--- src/rtl/uart_tx_fifo_if.sv ---
// uart_tx_fifo_if: producer-side enqueue handshake
// for the buffered UART transmitter.
interface uart_tx_fifo_if #(
    parameter int DATA_BITS = 8
);
    logic [DATA_BITS-1:0] data_i;
    logic                 valid_i;
    logic                 ready_o;

    modport master (
        output data_i,
        output valid_i,
        input  ready_o
    );

    modport slave (
        input  data_i,
        input  valid_i,
        output ready_o
    );
endinterface

--- src/rtl/uart_tx_fifo.sv ---
// uart_tx_fifo: FIFO-fed UART serialiser, LSB first,
// run-time parity mode and stop-bit count.
module uart_tx_fifo #(
    parameter int DATA_BITS  = 8,
    parameter int FIFO_DEPTH = 16,
    parameter int BAUD_DIV   = 868
) (
    input  logic                        clk_i,
    input  logic                        reset_ni,
    uart_tx_fifo_if.slave               wr,
    input  logic [1:0]                  parity_mode_i,
    input  logic                        two_stop_i,
    output logic                        txd_o,
    output logic                        busy_o,
    output logic [$clog2(FIFO_DEPTH):0] fifo_count_o
);
    localparam int PW = $clog2(FIFO_DEPTH);
    localparam int CW = PW + 1;
    localparam int BW = $clog2(BAUD_DIV);
    localparam int IW = $clog2(DATA_BITS);

    typedef enum logic [2:0] {
        IDLE,
        START,
        DATA,
        PARITY,
        STOP
    } state_t;

    logic [DATA_BITS-1:0] mem [FIFO_DEPTH];
    logic [PW-1:0]        wr_ptr_q, rd_ptr_q;
    logic [CW-1:0]        count_q, count_d;
    logic                 ready_q, busy_q;
    logic                 push, pop, load;
    logic [DATA_BITS-1:0] head;

    state_t               state_q, state_d;
    logic [BW-1:0]        baud_q, baud_d;
    logic [IW-1:0]        idx_q, idx_d;
    logic [DATA_BITS-1:0] shreg_q, shreg_d;
    logic                 par_q, par_d;
    logic                 pen_q, pen_d;
    logic                 two_q, two_d;
    logic                 stop2_q, stop2_d;
    logic                 txd_q, txd_d;
    logic                 baud_done;

    assign push      = wr.valid_i & ready_q;
    assign head      = mem[rd_ptr_q];
    assign baud_done = (baud_q == BW'(BAUD_DIV - 1));

    always_comb begin
        state_d = state_q;
        baud_d  = baud_q + BW'(1);
        idx_d   = idx_q;
        shreg_d = shreg_q;
        par_d   = par_q;
        pen_d   = pen_q;
        two_d   = two_q;
        stop2_d = stop2_q;
        txd_d   = txd_q;
        load    = 1'b0;
        unique case (state_q)
            IDLE: begin
                baud_d = '0;
                txd_d  = 1'b1;
                load   = (count_q != '0);
            end
            START: if (baud_done) begin
                baud_d  = '0;
                state_d = DATA;
                idx_d   = '0;
                txd_d   = shreg_q[0];
            end
            DATA: if (baud_done) begin
                baud_d = '0;
                if (idx_q == IW'(DATA_BITS - 1)) begin
                    stop2_d = 1'b0;
                    state_d = pen_q ? PARITY : STOP;
                    txd_d   = pen_q ? par_q : 1'b1;
                end else begin
                    idx_d   = idx_q + IW'(1);
                    shreg_d = shreg_q >> 1;
                    txd_d   = shreg_q[1];
                end
            end
            PARITY: if (baud_done) begin
                baud_d  = '0;
                stop2_d = 1'b0;
                state_d = STOP;
                txd_d   = 1'b1;
            end
            STOP: if (baud_done) begin
                baud_d = '0;
                if (two_q && !stop2_q) begin
                    stop2_d = 1'b1;
                end else if (count_q != '0) begin
                    load = 1'b1;
                end else begin
                    state_d = IDLE;
                end
            end
            default: state_d = IDLE;
        endcase
        // Frame config is sampled only when a frame is popped
        if (load) begin
            state_d = START;
            baud_d  = '0;
            txd_d   = 1'b0;
            shreg_d = head;
            pen_d   = ^parity_mode_i;
            par_d   = (^head) ^ (parity_mode_i == 2'b01);
            two_d   = two_stop_i;
        end
    end

    assign pop = load;

    always_comb begin
        count_d = count_q;
        unique case ({push, pop})
            2'b10:   count_d = count_q + CW'(1);
            2'b01:   count_d = count_q - CW'(1);
            default: count_d = count_q;
        endcase
    end

    always_ff @(posedge clk_i) begin
        if (push) mem[wr_ptr_q] <= wr.data_i;
    end

    always_ff @(posedge clk_i or negedge reset_ni) begin
        if (!reset_ni) begin
            wr_ptr_q <= '0;
            rd_ptr_q <= '0;
            count_q  <= '0;
            ready_q  <= 1'b1;
            busy_q   <= 1'b0;
            state_q  <= IDLE;
            baud_q   <= '0;
            idx_q    <= '0;
            shreg_q  <= '0;
            par_q    <= 1'b0;
            pen_q    <= 1'b0;
            two_q    <= 1'b0;
            stop2_q  <= 1'b0;
            txd_q    <= 1'b1;
        end else begin
            if (push) wr_ptr_q <= wr_ptr_q + PW'(1);
            if (pop)  rd_ptr_q <= rd_ptr_q + PW'(1);
            count_q <= count_d;
            ready_q <= (count_d < CW'(FIFO_DEPTH));
            busy_q  <= (state_d != IDLE) || (count_d != '0);
            state_q <= state_d;
            baud_q  <= baud_d;
            idx_q   <= idx_d;
            shreg_q <= shreg_d;
            par_q   <= par_d;
            pen_q   <= pen_d;
            two_q   <= two_d;
            stop2_q <= stop2_d;
            txd_q   <= txd_d;
        end
    end

    assign wr.ready_o   = ready_q;
    assign txd_o        = txd_q;
    assign busy_o       = busy_q;
    assign fifo_count_o = count_q;
endmodule

--- src/flat_wrapper.sv ---
// flat-port wrapper written by rule: the top's interface ports become plain ports
module uart_tx_fifo_flat 
#(
    parameter int DATA_BITS  = 8,
    parameter int FIFO_DEPTH = 16,
    parameter int BAUD_DIV   = 868
)
  (clk_i, reset_ni, parity_mode_i, two_stop_i, txd_o, busy_o, fifo_count_o, wr_data_i, wr_valid_i, wr_ready_o);
  uart_tx_fifo_if #(.DATA_BITS(DATA_BITS)) wr_i ();
  input  logic clk_i;
  input  logic reset_ni;
  input  logic [1:0] parity_mode_i;
  input  logic two_stop_i;
  output logic txd_o;
  output logic busy_o;
  output logic [$clog2(FIFO_DEPTH):0] fifo_count_o;
  input wire logic [$bits(wr_i.data_i)-1:0] wr_data_i;
  input wire logic [$bits(wr_i.valid_i)-1:0] wr_valid_i;
  output wire logic [$bits(wr_i.ready_o)-1:0] wr_ready_o;
  assign wr_i.data_i = wr_data_i;
  assign wr_i.valid_i = wr_valid_i;
  assign wr_ready_o = wr_i.ready_o;
  uart_tx_fifo #(.DATA_BITS(DATA_BITS), .FIFO_DEPTH(FIFO_DEPTH), .BAUD_DIV(BAUD_DIV)) u_core (.clk_i(clk_i), .reset_ni(reset_ni), .wr(wr_i), .parity_mode_i(parity_mode_i), .two_stop_i(two_stop_i), .txd_o(txd_o), .busy_o(busy_o), .fifo_count_o(fifo_count_o));
endmodule
--- config.mk ---
export PLATFORM = sky130hd
export DESIGN_NAME = uart_tx_fifo_flat
export DESIGN_NICKNAME = d
export VERILOG_FILES = /design/src/rtl/uart_tx_fifo_if.sv /design/src/rtl/uart_tx_fifo.sv /design/src/flat_wrapper.sv
export SDC_FILE = /design/constraint.sdc
export NUM_CORES = 1
export LEC_CHECK = 0
export CAP_MARGIN = 15
export CORE_MARGIN = 2
export CORE_UTILIZATION = 48
export CTS_CLUSTER_DIAMETER = 80
export DETAILED_ROUTE_END_ITERATION = 8
export GPL_ROUTABILITY_DRIVEN = 0
export SETUP_SLACK_MARGIN = 0.3
export SYNTH_ARGS = -nofsm -noshare
export SYNTH_HDL_FRONTEND = slang
export SYNTH_SLANG_ARGS = --single-unit
--- constraint.sdc ---
create_clock -name clk_i -period 3.65 [get_ports clk_i]
set_input_delay 0.73 -clock clk_i [delete_from_list [all_inputs] [get_ports clk_i]]
set_output_delay 0.73 -clock clk_i [all_outputs]
set_load 0.05 [all_outputs]
==> qor.csv <==
stage,metric,value,unit
logic_synthesis,sequential element share of the synthesized area,67.16,%
logic_synthesis,"EDFF count, synth",128,
logic_synthesis,main combinational cell family by area after synthesis,multiplexers,
sta,final worst-path cycle share,85.60,%
final_layout,area delta synth->final,15.17,%
clock_network,H-tree levels,4,
clock_network,post-cts hold buffer count,0,
flow_run,maxcap violations,0,
logic_synthesis,Syn Inst Count,446,
logic_synthesis,adder-cell area share of the yosys netlist,2.038,%
logic_synthesis,Simple-Gate Fraction of Synth Area,7.729,%
sta,Final Hold Violating Endpoints,0,
sta,final setup TNS,0,ps
floorplan,number of placed I/O pins,22,
sta,Clock Skews,10.32,ps
drt,final wirelength,13.86,mm
logic_synthesis,Mapped Nets,472,
floorplan,row count,45,
power_and_ir_drop,Leak Pwr,0.003131,uW
final_layout,"Core Util, Final",56.22,%
setup_path,CP required,3940,ps
logic_synthesis,Seq cells post-synth,172,
setup_path,r2r setup slk,530,ps
logic_synthesis,compound-gate portion of the synthesized area,4.230,%
logic_synthesis,"top cells by area, synth","edfxtp_1 52%, dfrtp_1 14%, mux4_1 9.3%",
clock_network,worst skew pair latency,430,ps
drt,Routed Antenna Nets,0,
logic_synthesis,Synth area leader,edfxtp_1,
sta,Tmin final,3124,ps
logic_synthesis,Synth cell types,49,
floorplan,die width,127.9,um
logic_synthesis,post-synthesis xor/xnor area fraction,3.635,%
setup_path,critical path type,register to register,
setup_path,CP max stage cell,dfrtp_1,
setup_path,arrival time at the worst endpoint,3420,ps
floorplan,Die Area,16350,um^2
clock_network,clk buf depth,2,
drt,DRC viols,0,
logic_synthesis,multiplexer share of the synthesized area,12.64,%
drt,Avg WL per Cell,20.11,um
setup_path,startpoint types,register,
setup_path,CP endpoint kind,register,
logic_synthesis,Synth Warn #,0,
floorplan,core area,15090,um^2
drt,Starting DRT DRC Count,271,
worst_hold_path,Hold WC Path Type,primary input to asynchronous set/reset pin,
drt,router iterations before antenna repair,5,
sta,measured slew at the worst slew-check pin,966.3,ps
grt,vias in the first global route,3977,
logic_synthesis,Mean Syn Cell Area,16.52,um^2
grt,GRT Total Usage,18.64,%
setup_path,"slowest stage delay, CP",420,ps
clock_network,clock root buffer,clkbuf_16,
sta,fmax,320.1,MHz
clock_network,Inserted Clock Buffers,17,
logic_synthesis,Mapped Area,7366,um^2
final_layout,"most common cell after layout, fill and taps aside",edfxtp_1,
logic_synthesis,fraction of registers with async set/reset,25.58,%
run_status,outcome,"complete, no violations",
clock_network,TritonCTS clock tree,yes,
grt,first-pass GRT wire length,22.20,mm
final_layout,layout cells sized above 1,16.17,%
setup_path,crit path max fanout,5,
clock_network,clk sink count,172,
power_and_ir_drop,Peak VDD IR,476.4,uV
floorplan,die height,127.9,um
placement,Port Buffers,21,
sta,max-slew violation count,0,
grt,initial antenna violation count,0,
power_and_ir_drop,pwr dens,762.8,nW/um^2
sta,RSZ-0062 raised after global routing,false,
final_layout,"commonest cells after routing, fill and taps aside","128 x edfxtp_1, 41 x dfrtp_1, 35 x nor2_1",
grt,grt total ovfl,0,
grt,largest net degree at the start of global routing,45,
logic_synthesis,top-area cell type share of the netlist area,52.18,%
setup_path,Worst path most repeated cell,xor2_1,
drt,Vias,3912,
floorplan,starting density of the core,48.81,%
final_layout,ANT cells,0,
sta,final setup fails,0,
logic_synthesis,dominant synthesized flop cell,edfxtp_1,
clock_network,"Reg clk slew, reported paths",60,ps
sta,Rel. slew slack,35.58,%
placement,DP HPWL,9.051,mm
setup_path,worst path cell trace,ha_4 -> nor4b_4 -> o2111ai_2 -> a221o_1 -> clkinv_1 -> ha_1 -> xor2_1 -> ha_1 -> a21oi_1 -> xor2_1 -> nor2_1 -> xor2_1 -> nor4b_2 -> nand4bb_1,
drt,vias per cell,5.678,
final_layout,fin nets,515,
-- metrics by stage --
stage / total power [uW] / hold WS (ps) / instance area [um^2] / instances / setup WS, ps
after floorplan: 4215 / 434.4 / 7367 / 446 / 401.5
after global placement: 4676 / 457.6 / 7848 / 656 / 509.9
after detailed placement: 4711 / 478.8 / 7848 / 656 / 351.0
after CTS: 6510 / 487.0 / 8434 / 687 / 331.9
after global routing: 6839 / 519.8 / 8483 / 689 / 211.0
final: 6471 / 458.7 / 8483 / 689 / 525.7
-- cell usage after synthesis (7+ instances only) --
cell type	number
a21oi_1	8
clkbuf_1	18
dfrtp_1	42
edfxtp_1	128
ha_1	12
inv_1	10
mux4_1	26
mux4_2	10
nand2_1	31
nand3_1	14
nor2_1	35
nor3_1	7
o21ai_0	9
xnor2_1	11
xor2_1	10
-- logic make-up (layout without fill, tap and decap cells) --
| group | Yosys count | in the layout |
|---|---|---|
| DFF | 172 | 172 |
| and+or+nand+nor | 118 | 118 |
| AOI/OAI and AO/OA | 46 | 46 |
| muxes | 38 | 38 |
| buffers and inverters | 35 | 90 |
| xor gates and xnor gates | 25 | 25 |
| adders and majority gates | 12 | 12 |
-- final timing paths --
kind	from	end	depth (start not counted)
max in group asynchronous	reset_ni	u_core.rd_ptr_q[0]	1
min in group clk_i	u_core.par_q	u_core.par_q	2
max	u_core.baud_q[0]	u_core.busy_o	14
min	reset_ni	u_core.busy_o	1
min reg2reg	u_core.par_q	u_core.par_q	2
max reg2reg	u_core.baud_q[0]	u_core.busy_o	14
-- state kept, by name, summed over array words and instances, names as in the netlist --
name and flops:
u_core.wr_ptr_q 4, u_core.baud_q 10, u_core.mem 128, u_core.shreg_q 8, u_core.wr.ready_o 1, u_core.rd_ptr_q 4, u_core.state_q 3, u_core.pen_q 1
u_core.par_q 1, u_core.two_q 1, u_core.busy_o 1, u_core.idx_q 3, u_core.fifo_count_o 5, u_core.stop2_q 1, u_core.txd_o 1
-- area by class of cell --
cell class | instances | area (um^2)
clock buffers | 17 | 425.4
clock inverters | 14 | 161.4
fillers | 1158 | 6606
inverters | 11 | 41.29
multi-input cells | 239 | 2263
flip-flops and latches | 172 | 4949
well taps | 188 | 235.2
repair buffers | 48 | 407.9
-- report_power, final --
part           internal, uW  switching [uW]
clock                  1020             759
sequential             2400             290
combinational          1030             974
-- per-layer routing --
| layer | GRT usage (%) | vias up | part of all wire (%) |
|---|---|---|---|
| li1 | - | 1826 | - |
| met1 | 25.54 | 2013 | 46 |
| met2 | 29.47 | 67 | 50 |
| met3 | 5.134 | 6 | 3.7 |
| met4 | 5.753 | 0 | 0.63 |
| met5 | 0 | - | 0 |
-- repair_timing --
item	in CTS	in global routing
resized for setup	0	5
setup endpoints to repair	0	3
setup buffers	0	2
-- critical path, delay by kind of cell (launching register included) --
kind | cells | cell delay (ps)
buffers and inverters | 1 | 70
AOI/OAI and AO/OA | 3 | 750
adders and majority gates | 3 | 580
DFF | 1 | 420
xor gates and xnor gates | 3 | 380
and+or+nand+nor | 4 | 790
No activity file was read; power rests on OpenSTA's default activity.
